## src/rtl/parity_pkg.sv

```systemverilog
// Shared definitions for the parity generator/checker: default width,
// parity-sense constants and a width-generic population count.
package parity_pkg;

  localparam int DATA_W    = 8;
  localparam bit PAR_EVEN  = 1'b0;
  localparam bit PAR_ODD   = 1'b1;

  // Widest word popcount accepts; narrower words are zero-extended by the caller.
  localparam int MAX_POP_W = 256;

  function automatic int unsigned popcount(input logic [MAX_POP_W-1:0] v);
    int unsigned cnt;
    cnt = 0;
    for (int i = 0; i < MAX_POP_W; i++) begin
      cnt += {31'd0, v[i]};
    end
    return cnt;
  endfunction

endpackage

```

## src/rtl/parity_reduce.sv

```systemverilog
// Combinational reduction of a data word into its XOR parity and its
// count of set bits.
module parity_reduce
  import parity_pkg::*;
#(
  parameter int WIDTH = DATA_W,
  parameter int CW    = $clog2(WIDTH + 1)
) (
  input  logic [WIDTH-1:0] a,
  output logic             par,
  output logic [CW-1:0]    cnt
);

  logic [MAX_POP_W-1:0] ext;

  always_comb begin
    ext            = '0;
    ext[WIDTH-1:0] = a;
    par            = ^a;
    cnt            = CW'(popcount(ext));
  end

endmodule

```

## src/rtl/parity1_unit.sv

```systemverilog
// Registered parity generator/checker: on each enabled edge captures the
// parity bit and ones count of the input word and pulses vld for one cycle.
module parity1_unit
  import parity_pkg::*;
#(
  parameter int WIDTH = DATA_W,
  parameter bit ODD   = PAR_EVEN,
  parameter int CW    = $clog2(WIDTH + 1)
) (
  input  logic             clk,
  input  logic             rst,
  input  logic [WIDTH-1:0] a,
  input  logic             en,
  output logic             chk,
  output logic             vld,
  output logic [CW-1:0]    ones
);

  logic          par;
  logic [CW-1:0] cnt;

  parity_reduce #(
    .WIDTH(WIDTH),
    .CW   (CW)
  ) u_reduce (
    .a  (a),
    .par(par),
    .cnt(cnt)
  );

  // Results only load on enabled edges, so a (even if X) is ignored while en=0.
  always_ff @(posedge clk or posedge rst) begin
    if (rst) begin
      chk  <= 1'b0;
      vld  <= 1'b0;
      ones <= '0;
    end else begin
      vld <= en;
      if (en) begin
        chk  <= par ^ ODD;
        ones <= cnt;
      end
    end
  end

endmodule

```

## config.mk

```make
export PLATFORM = sky130hd
export DESIGN_NAME = parity1_unit
export DESIGN_NICKNAME = d
export VERILOG_FILES = /design/src/rtl/parity_pkg.sv /design/src/rtl/parity_reduce.sv /design/src/rtl/parity1_unit.sv
export SDC_FILE = /design/constraint.sdc
export NUM_CORES = 1
export LEC_CHECK = 0
export BUFFER_PORTS_ARGS = -buffer_cell sky130_fd_sc_hd__buf_2
export CORE_AREA = 2 2 39 41
export CTS_CLUSTER_DIAMETER = 100
export CTS_CLUSTER_SIZE = 30
export DETAILED_ROUTE_END_ITERATION = 8
export DIE_AREA = 0 0 41 43
export SLEW_MARGIN = 20
export SYNTH_ARGS = -nofsm -noshare
export SYNTH_HDL_FRONTEND = slang
export SYNTH_SLANG_ARGS = --single-unit
```

## constraint.sdc

```tcl
create_clock -name clk -period 1.09 [get_ports clk]
set_input_delay 0.1635 -clock clk [delete_from_list [all_inputs] [get_ports clk]]
set_output_delay 0.1635 -clock clk [all_outputs]
set_load 0.1 [all_outputs]
```

==> run metrics, run 1 <==
status=complete, but fails checks; failing checks=negative setup slack; Max Clock Skew=0 ns; routability-driven placement congestion ratio=0.8075; hold slack=0.1312 ns; DR WL/cell=11.11 um; Critical Path, Cell by Cell=buf_6 -> ha_4 -> inv_2 -> fa_1 -> fa_1 -> inv_2 -> fa_2 -> fa_2 -> mux2_2; maxcap violations=0; final worst slack=-1.348 ns; Tcrit/Tclk final=2.236; post-layout min period=2.438 ns; CTS tree=built; sequential element share of the synthesized area=0.3343; n_diodes=0; critical path class=primary input to register; via/cell ratio=4.275; DRT Wirelength=889 um; count leader, synth=inv_1; TritonCTS Buffers=3; RSZ-0062 raised after global routing=true; Initial Util=0.3246; Finish-stage setup viols=5; Post-synth EDFFs=0; Mapped Cells=37; Slew Viols, Final=0; Main synth FF type=dfrtp_1; post-synth top area cell=dfrtp_1; maximum clock rate=0.4102 GHz; row cnt=14; share of Yosys cell area claimed by the top area cell type=0.3343; Adder-Cell Fraction of Synth Area=0.2618; DRT iter0 DRCs=3; Worst-path clk slew=0.05 ns; syn_area_per_cell=12.14 um2; post-synthesis xor/xnor area fraction=0.1755; relative slew slack=0.8438; vias in the first global route=362; Synth Area in Simple Gates=0.01671; Req. time, crit path=1.22 ns; Core Region=0.001384 mm2; Leak=0.0004005 uW; peak supply drop=1.126 mV; asr flop ratio synth=1.000; total clock sinks=6; Pre-antenna DRT Iters=2; mux cell area share after synthesis=0.08357; CP Launch Type=primary input; top cells by area, synth=dfrtp_1, fa_1, xnor3_1, ha_1, inv_1; drt drc=0; Post-DP HPWL=740.9 um; library cells used by synthesis=14; Area growth syn-to-layout=72.14%; total gr overflow=0; clock latency on the worst-skew pair=0.25 ns; syn_nets=55; Hold Path Class=primary input to register; Overall Global Routing Usage=0.1378; share of cells above drive strength 1=0.5938; global-route wire length before repair=1538 um; Synth Area in Compound Gates=0.03621; Die H=43 um; Reg2Reg Setup Slack=0.29 ns; H-tree levels=1; largest family of logic cells by synthesized area=adder cells; IO Port Bufs=16; Final nets=84; CTS Buffer Depth=2; Crit path largest cell delay=0.50 ns; clock root buffer=clkbuf_4; critical path's slowest cell=fa_1; largest net degree at the start of global routing=9; PwrDens=2240 mW/mm2; DP Worst Slack=-1.628 ns; delay-heaviest family, CP=adder cells; die footprint=0.001763 mm2; Synth top cells by count=inv_1, dfrtp_1, fa_1; total number of vias=342; measured slew at the worst slew-check pin=0.2341 ns; final hold violations=0; buffers and inverters on the worst path=3; Filler Cell Count=121; initial antenna violation count=0; post-route ant nets=0; CP endpoint kind=register; Yosys warning total=0; Die Wd=41 um; I/O pin cnt=17; synthesized cell area=449.2 um2; Max Fanout on Critical Path=2; WP data arrival=2.57 ns; count of state elements after synthesis=6
==> stage by stage <==
step / utilization / cell area [um2] / setup TNS [ns] / instances / power [uW]
4_1_cts: 0.5506 / 762.0 / -4.703 / 79 / 1725
2_1_floorplan: - / 466.7 / -5.106 / 37 / 1040
3_5_place_dp: 0.5099 / 705.7 / -6.101 / 75 / 1469
6_report: 0.5588 / 773.2 / -4.744 / 80 / 1732
3_3_place_gp: 0.5099 / 705.7 / -5.993 / 75 / 1452
5_1_grt: 0.5588 / 773.2 / -5.040 / 80 / 1814
==> cell usage in the layout (no fill, tap or decap), types with 3 or more instances in the layout <==
master	Yosys	routed
buf_4	0	8
inv_1	10	8
clkbuf_4	0	3
buf_12	0	6
dfrtp_1	6	6
buf_2	0	8
==> report_power, final <==
group | internal, uW | switching [uW] | leakage [uW] | total (uW)
Clock | 125 | 90.9 | 0.0000138 | 216
Combinational | 485 | 665 | 0.000315 | 1150
Sequential | 290 | 74.6 | 0.0000716 | 365
==> flip-flops by register name, indices dropped and copies added, names as in the netlist <==
signal,flops
vld,1
ones,4
chk,1
==> final timing paths <==
check,start,cells past startpoint,end
worst max-delay path,a[1],9,ones[1]
worst min-delay path,en,1,vld
worst max register to register,chk,1,chk
worst min register to register,ones[1],1,ones[1]
max in group asynchronous,rst,3,ones[2]
min in group asynchronous,rst,3,vld
==> final cells by class <==
type | count | area [um2] | share of cell area
Timing Repair Buffer | 25 | 252.7 | 0.3269
Sequential cell | 6 | 150.1 | 0.1942
Inverter | 10 | 37.54 | 0.04854
Tap cell | 16 | 20.02 | 0.02589
Multi-Input combinational cell | 20 | 290.3 | 0.3754
Clock buffer | 3 | 22.52 | 0.02913
==> timing repair <==
| item | 4_1_cts | 5_1_grt |
|---|---|---|
| hold buffers | 1 | 0 |
| setup endpoints to repair | 5 | 5 |
| buffers inserted | 0 | 1 |
| pin swaps | 2 | 3 |
| resized for setup | 4 | 2 |
| hold endpoints to repair | 6 | 0 |
==> layer usage <==
layer / share of wire / GRT usage / wire (um)
met5: 0 / 0 / 0
met4: 0 / 0.06000 / 0
met3: 0.044 / 0.06283 / 39
met2: 0.56 / 0.2063 / 496
met1: 0.40 / 0.1627 / 352
==> cells by family after synthesis <==
logic type | Yosys count
AND/OR/NAND/NOR | 2
multiplexers | 3
XOR/XNOR | 5
buffers and inverters | 11
adder cells (fa/ha/maj) | 7
flip-flops | 6
AO/OA/AOI/OAI | 3
(Power assumes the default switching activity.)
==> run 2: changes to the inputs <==
- PLACE_DENSITY: not set -> 0.64
==> run metrics, run 2 (same netlist as run 1, synthesis figures left out) <==
status=complete, but fails checks; failing checks=negative setup slack; row cnt=14 (unchanged); DRT iter0 DRCs=0 (-3); n_diodes=0 (unchanged); global-route wire length before repair=1545 um (+0.46%); switching pwr=810.1 uW (-2.5%); Largest register FFs=4 (unchanged); Overall Global Routing Usage=0.1313 (-0.006473); Switching Share=0.4746 (-0.005116); Die Wd=41 um (unchanged); I/O pin cnt=17 (unchanged); Max Fanout on Critical Path=2 (unchanged); CP endpoint kind=register; FF-to-FF End=chk; FF-to-FF path depth=1 (unchanged); Post-DP HPWL=654.9 um (-12%); Hold Path Class=primary input to register; Leak=0.0004014 uW (+0.22%); share of cells above drive strength 1=0.5781 (-0.01563); Final nets=84 (unchanged); Pre-antenna DRT Iters=1 (-1); final hold violations=0 (unchanged); drt drc=0 (unchanged); DP Cell Count=75 (unchanged); Finish-stage setup viols=5 (unchanged); maximum clock rate=0.4099 GHz (about the same); Top Registers=ones: 4 flops, chk: 1 flops, vld: 1 flops; total clock sinks=6 (unchanged); vias in the first global route=373 (+3.0%); TritonCTS Buffers=3 (unchanged); final worst slack=-1.350 ns (-0.001950 ns); die footprint=0.001763 mm2 (unchanged); CTS Buffer Depth=2 (unchanged); Hold Path End=vld; largest net degree at the start of global routing=9 (unchanged); peak supply drop=1.590 mV (+41%); Req. time, crit path=1.22 ns (about the same); Die H=43 um (unchanged); Initial Util=0.3246 (unchanged); internal power=896.8 uW (-0.47%); maxcap violations=0 (unchanged); IO Port Bufs=16 (unchanged); Max Clock Skew=0 ns (unchanged); commonest non-fill, non-tap cell in the layout=inv_1; hold_sp=en; DR WL/cell=10.30 um (-7.3%); critical path class=primary input to register; DRT Wirelength=824 um (-7.3%); RSZ-0062 raised after global routing=true; Register Area=150.1 um2 (unchanged); Area growth syn-to-layout=72.14% (unchanged); relative slew slack=0.8560 (+0.01224); post-layout util=0.5588 (unchanged); Reg2Reg Setup Slack=0.29 ns (about the same); R2R Path Start=chk; total number of vias=335 (-2.0%); post-route ant nets=0 (unchanged); measured slew at the worst slew-check pin=0.2157 ns (-0.01833 ns); H-tree levels=1 (unchanged); Filler Cell Count=114 (-5.8%); via/cell ratio=4.188 (-2.0%); clock root buffer=clkbuf_4; clock network power share=0.119 (-0.006); Tcrit/Tclk final=2.238 (about the same); TNS Setup=-4.799 ns (-0.05484 ns); hold path depth=1 (unchanged); clock latency on the worst-skew pair=0.24 ns (about the same); total gr overflow=0 (unchanged); PwrDens=2207 mW/mm2 (-1.4%); area occupied by multi-input gates=290.3 um2 (unchanged); post-layout min period=2.440 ns (+0.001950 ns); design area=773.2 um2 (unchanged); most frequent cells in the layout=inv_1, buf_2, buf_4; Slew Viols, Final=0 (unchanged); CTS tree=built; CP Launch Type=primary input; initial antenna violation count=0 (unchanged); Core Region=0.001384 mm2 (unchanged); combinational fraction of design power=0.669 (+0.005); WP data arrival=2.57 ns (about the same); hold slack=0.1419 ns (+0.01074 ns); part of the power in registers=0.212 (about the same); Worst-path clk slew=0.04 ns (about the same); routability-driven placement congestion ratio=0.7250 (-10%); Top reg by flops=ones; final instance count without filler cells=80 (unchanged); area post-placement=705.7 um2 (unchanged)
## run 2: cell counts in the layout (fill, tap and decap cells not counted)
Identical to the previous run, type by type.
## run 2: layer usage
layer	wire length (um)	global-route usage	up-vias
li1	-	-	168
met1	339	0.1690	155
met2	422	0.1813	12
met3	62	0.06806	0
met4	0	0.05333	0
met5	0	0	-
## run 2: metrics by stage
step / power [uW] / worst slack, ns
after floorplan: 1040 / -1.434
after global placement: 1450 / -1.602
after detailed placement: 1461 / -1.635
after CTS: 1715 / -1.351
after global routing: 1800 / -1.405
final: 1707 / -1.350
## run 2: what timing repair did
action / in CTS / in global routing
hold buffers: 1 / 0
endpoints found under the setup margin: 5 / 5
buffers inserted: 1 / 0
hold endpoints to repair: 6 / 0
pin swaps: 3 / 4
resized for setup: 4 / 1
## run 2: power by group through the flow
stage	combinational [uW]	sequential [uW]	clock, uW
5_1_grt	1200	372	228
3_5_place_dp	1090	366	0
2_1_floorplan	226	814	0
6_report	1140	362	203
4_1_cts	1140	364	215
3_3_place_gp	1090	364	0
## run 2: worst max-delay path, stage by stage
cell and delay [ns]:
buf_6 0.09, ha_4 0.26, inv_2 0.03, fa_1 0.46, fa_1 0.50, inv_1 0.05, fa_2 0.34, fa_2 0.40
mux2_2 0.26
## run 2: worst max-delay path by stage
stage | startpoint | end | slack, ns | depth (start not counted)
2_1_floorplan | a[1] | ones[1] | -1.43 | 8
3_3_place_gp | a[1] | ones[1] | -1.60 | 9
3_5_place_dp | a[1] | ones[1] | -1.63 | 9
4_1_cts | a[1] | ones[1] | -1.35 | 9
5_1_grt | a[1] | ones[1] | -1.41 | 9
6_report | a[1] | ones[1] | -1.35 | 9
## run 2: layout make-up
type | instances | area share
sequential | 6 | 0.1942
tap | 16 | 0.02589
timing repair buffer | 25 | 0.3269
inverter | 10 | 0.04854
multi-input combinational | 20 | 0.3754
clock buffer | 3 | 0.02913
==> run 3: changes to the inputs <==
- REMOVE_ABC_BUFFERS: not set -> 1
==> run metrics, run 3 (same netlist as run 1, synthesis figures left out) <==
R2R Path Start=chk; Top Registers=ones: 4 flops, chk: 1 flops, vld: 1 flops; FF-to-FF path depth=1 (unchanged); share of cells above drive strength 1=0.6286 (+0.05045); via/cell ratio=4.221 (+0.80%); Initial Util=0.3246 (unchanged); maxcap violations=0 (unchanged); DR WL/cell=11.86 um (+15%); critical path's slowest cell=fa_1; Die H=43 um (unchanged); failing checks=negative setup slack; hold slack=0.1553 ns (+0.01337 ns); Hold Path Class=primary input to register; initial antenna violation count=0 (unchanged); Tcrit/Tclk final=2.243 (+0.005266); drt drc=0 (unchanged); post-layout min period=2.445 ns (+0.005740 ns); I/O pin cnt=17 (unchanged); Hold Path End=vld; Worst-path clk slew=0.04 ns (about the same); Top reg by flops=ones; DRT iter0 DRCs=1 (+1); die footprint=0.001763 mm2 (unchanged); combinational fraction of design power=0.685 (+0.016); Core Region=0.001384 mm2 (unchanged); met3 Resource Use GR=0.01571 (-0.05236); switching pwr=852.8 uW (+5.3%); final worst slack=-1.355 ns (-0.005740 ns); relative slew slack=0.8509 (-0.005159); Die Wd=41 um (unchanged); GRT busiest layer=met2; commonest non-fill, non-tap cell in the layout=buf_4; Largest register FFs=4 (unchanged); IO Port Bufs=16 (unchanged); clock root buffer=clkbuf_4; critical path class=primary input to register; met2 usage=0.2656 (+0.08438); Reg2Reg Setup Slack=0.29 ns (about the same); Pre-antenna DRT Iters=2 (+1); area post-placement=695.7 um2 (-1.4%); final hold violations=0 (unchanged); total gr overflow=0 (unchanged); total clock sinks=6 (unchanged); H-tree levels=1 (unchanged); DRT Wirelength=1020 um (+24%); clock latency on the worst-skew pair=0.25 ns (about the same); hold_sp=en; Req. time, crit path=1.22 ns (about the same); routability-driven placement congestion ratio=0.7349 (+1.4%); largest net degree at the start of global routing=9 (unchanged); maximum clock rate=0.4090 GHz (-0.23%); WP data arrival=2.57 ns (about the same); CP Launch Type=primary input; CP endpoint kind=register; PwrDens=2142 mW/mm2 (-3.0%); RSZ-0062 raised after global routing=true; Post-DP HPWL=663 um (+1.2%); status=complete, but fails checks; Crit path largest cell delay=0.49 ns (about the same); Overall Global Routing Usage=0.1560 (+0.02468); Critical Path, Cell by Cell=buf_6 -> ha_4 -> inv_2 -> fa_1 -> fa_1 -> inv_1 -> fa_2 -> fa_2 -> mux2_4; Final nets=90 (+7.1%); internal power=969.5 uW (+8.1%); Leak=0.0004432 uW (+10%); Finish-stage setup viols=5 (unchanged); Area growth syn-to-layout=89.41%; DP Worst Slack=-1.722 ns (-0.08702 ns); final instance count without filler cells=86 (+7.5%); hold path depth=1 (unchanged); total number of vias=363 (+8.4%); part of the power in registers=0.200 (-0.012); Switching Share=0.4680 (-0.006621); most frequent cells in the layout=buf_4, inv_1, buf_2; vias in the first global route=421 (+13%); DP Cell Count=76 (+1.3%); Max Fanout on Critical Path=2 (unchanged); TritonCTS Buffers=3 (unchanged); FF-to-FF End=chk; clock network power share=0.115 (-0.004); Slew Viols, Final=0 (unchanged); row cnt=14 (unchanged); n_diodes=0 (unchanged); peak supply drop=1.242 mV (-22%); met1 usage=0.1689 (about the same); global-route wire length before repair=1759 um (+14%); CTS tree=built; post-route ant nets=0 (unchanged); TNS Setup=-5.215 ns (-0.4162 ns); CTS Buffer Depth=2 (unchanged); design area=850.8 um2 (+10%); measured slew at the worst slew-check pin=0.2235 ns (+0.007730 ns); Max Clock Skew=0 ns (unchanged)
[run 3: routing by layer]
layer / vias to the layer above / wire [um]
met5: - / 0
met4: 0 / 50
met3: 4 / 25
met2: 10 / 549
met1: 168 / 395
li1: 181 / -
[run 3: cell type report]
cell class,count,area [um2]
fill,113,533.0
timing repair buffer,31,312.8
multi-input combinational,20,307.8
sequential,6,150.1
inverter,10,37.54
clock buffer,3,22.52
tap,16,20.02
[run 3: worst max-delay path by stage]
stage                     startpoint       to  slack (ns)  cells past startpoint
after floorplan                 a[0]  ones[1]       -1.55                      8
after global placement          a[0]  ones[1]       -1.70                      9
after detailed placement        a[0]  ones[1]       -1.72                      9
after CTS                       a[1]  ones[1]       -1.33                      9
after global routing            a[1]  ones[1]       -1.42                      9
final                           a[1]  ones[1]       -1.36                      9
[run 3: what timing repair did]
| item | in CTS | in global routing |
|---|---|---|
| endpoints found under the setup margin | 5 | 5 |
| hold endpoints to repair | 6 | 0 |
| gates resized for setup | 12 | 6 |
| hold buffers | 1 | 0 |
| setup buffers | 6 | 2 |
| pin swaps | 4 | 2 |
[run 3: through the flow]
step,utilization,power (uW)
2_1_floorplan,-,1028
5_1_grt,0.6148,1916
3_3_place_gp,0.5027,1442
4_1_cts,0.5967,1775
6_report,0.6148,1822
3_5_place_dp,0.5027,1460
[run 3: power groups by stage]
stage | Clock, uW | Combinational, uW | Sequential (uW)
6_report | 209 | 1250 | 364
5_1_grt | 232 | 1310 | 373
4_1_cts | 202 | 1210 | 366
3_5_place_dp | 0 | 1090 | 367
3_3_place_gp | 0 | 1080 | 366
2_1_floorplan | 0 | 214 | 814
[run 3: worst max-delay path, delay by kind of cell]
kind,cells,cell delay [ns]
muxes,1,0.26
adders and majority gates,5,1.96
buffers and inverters,3,0.18
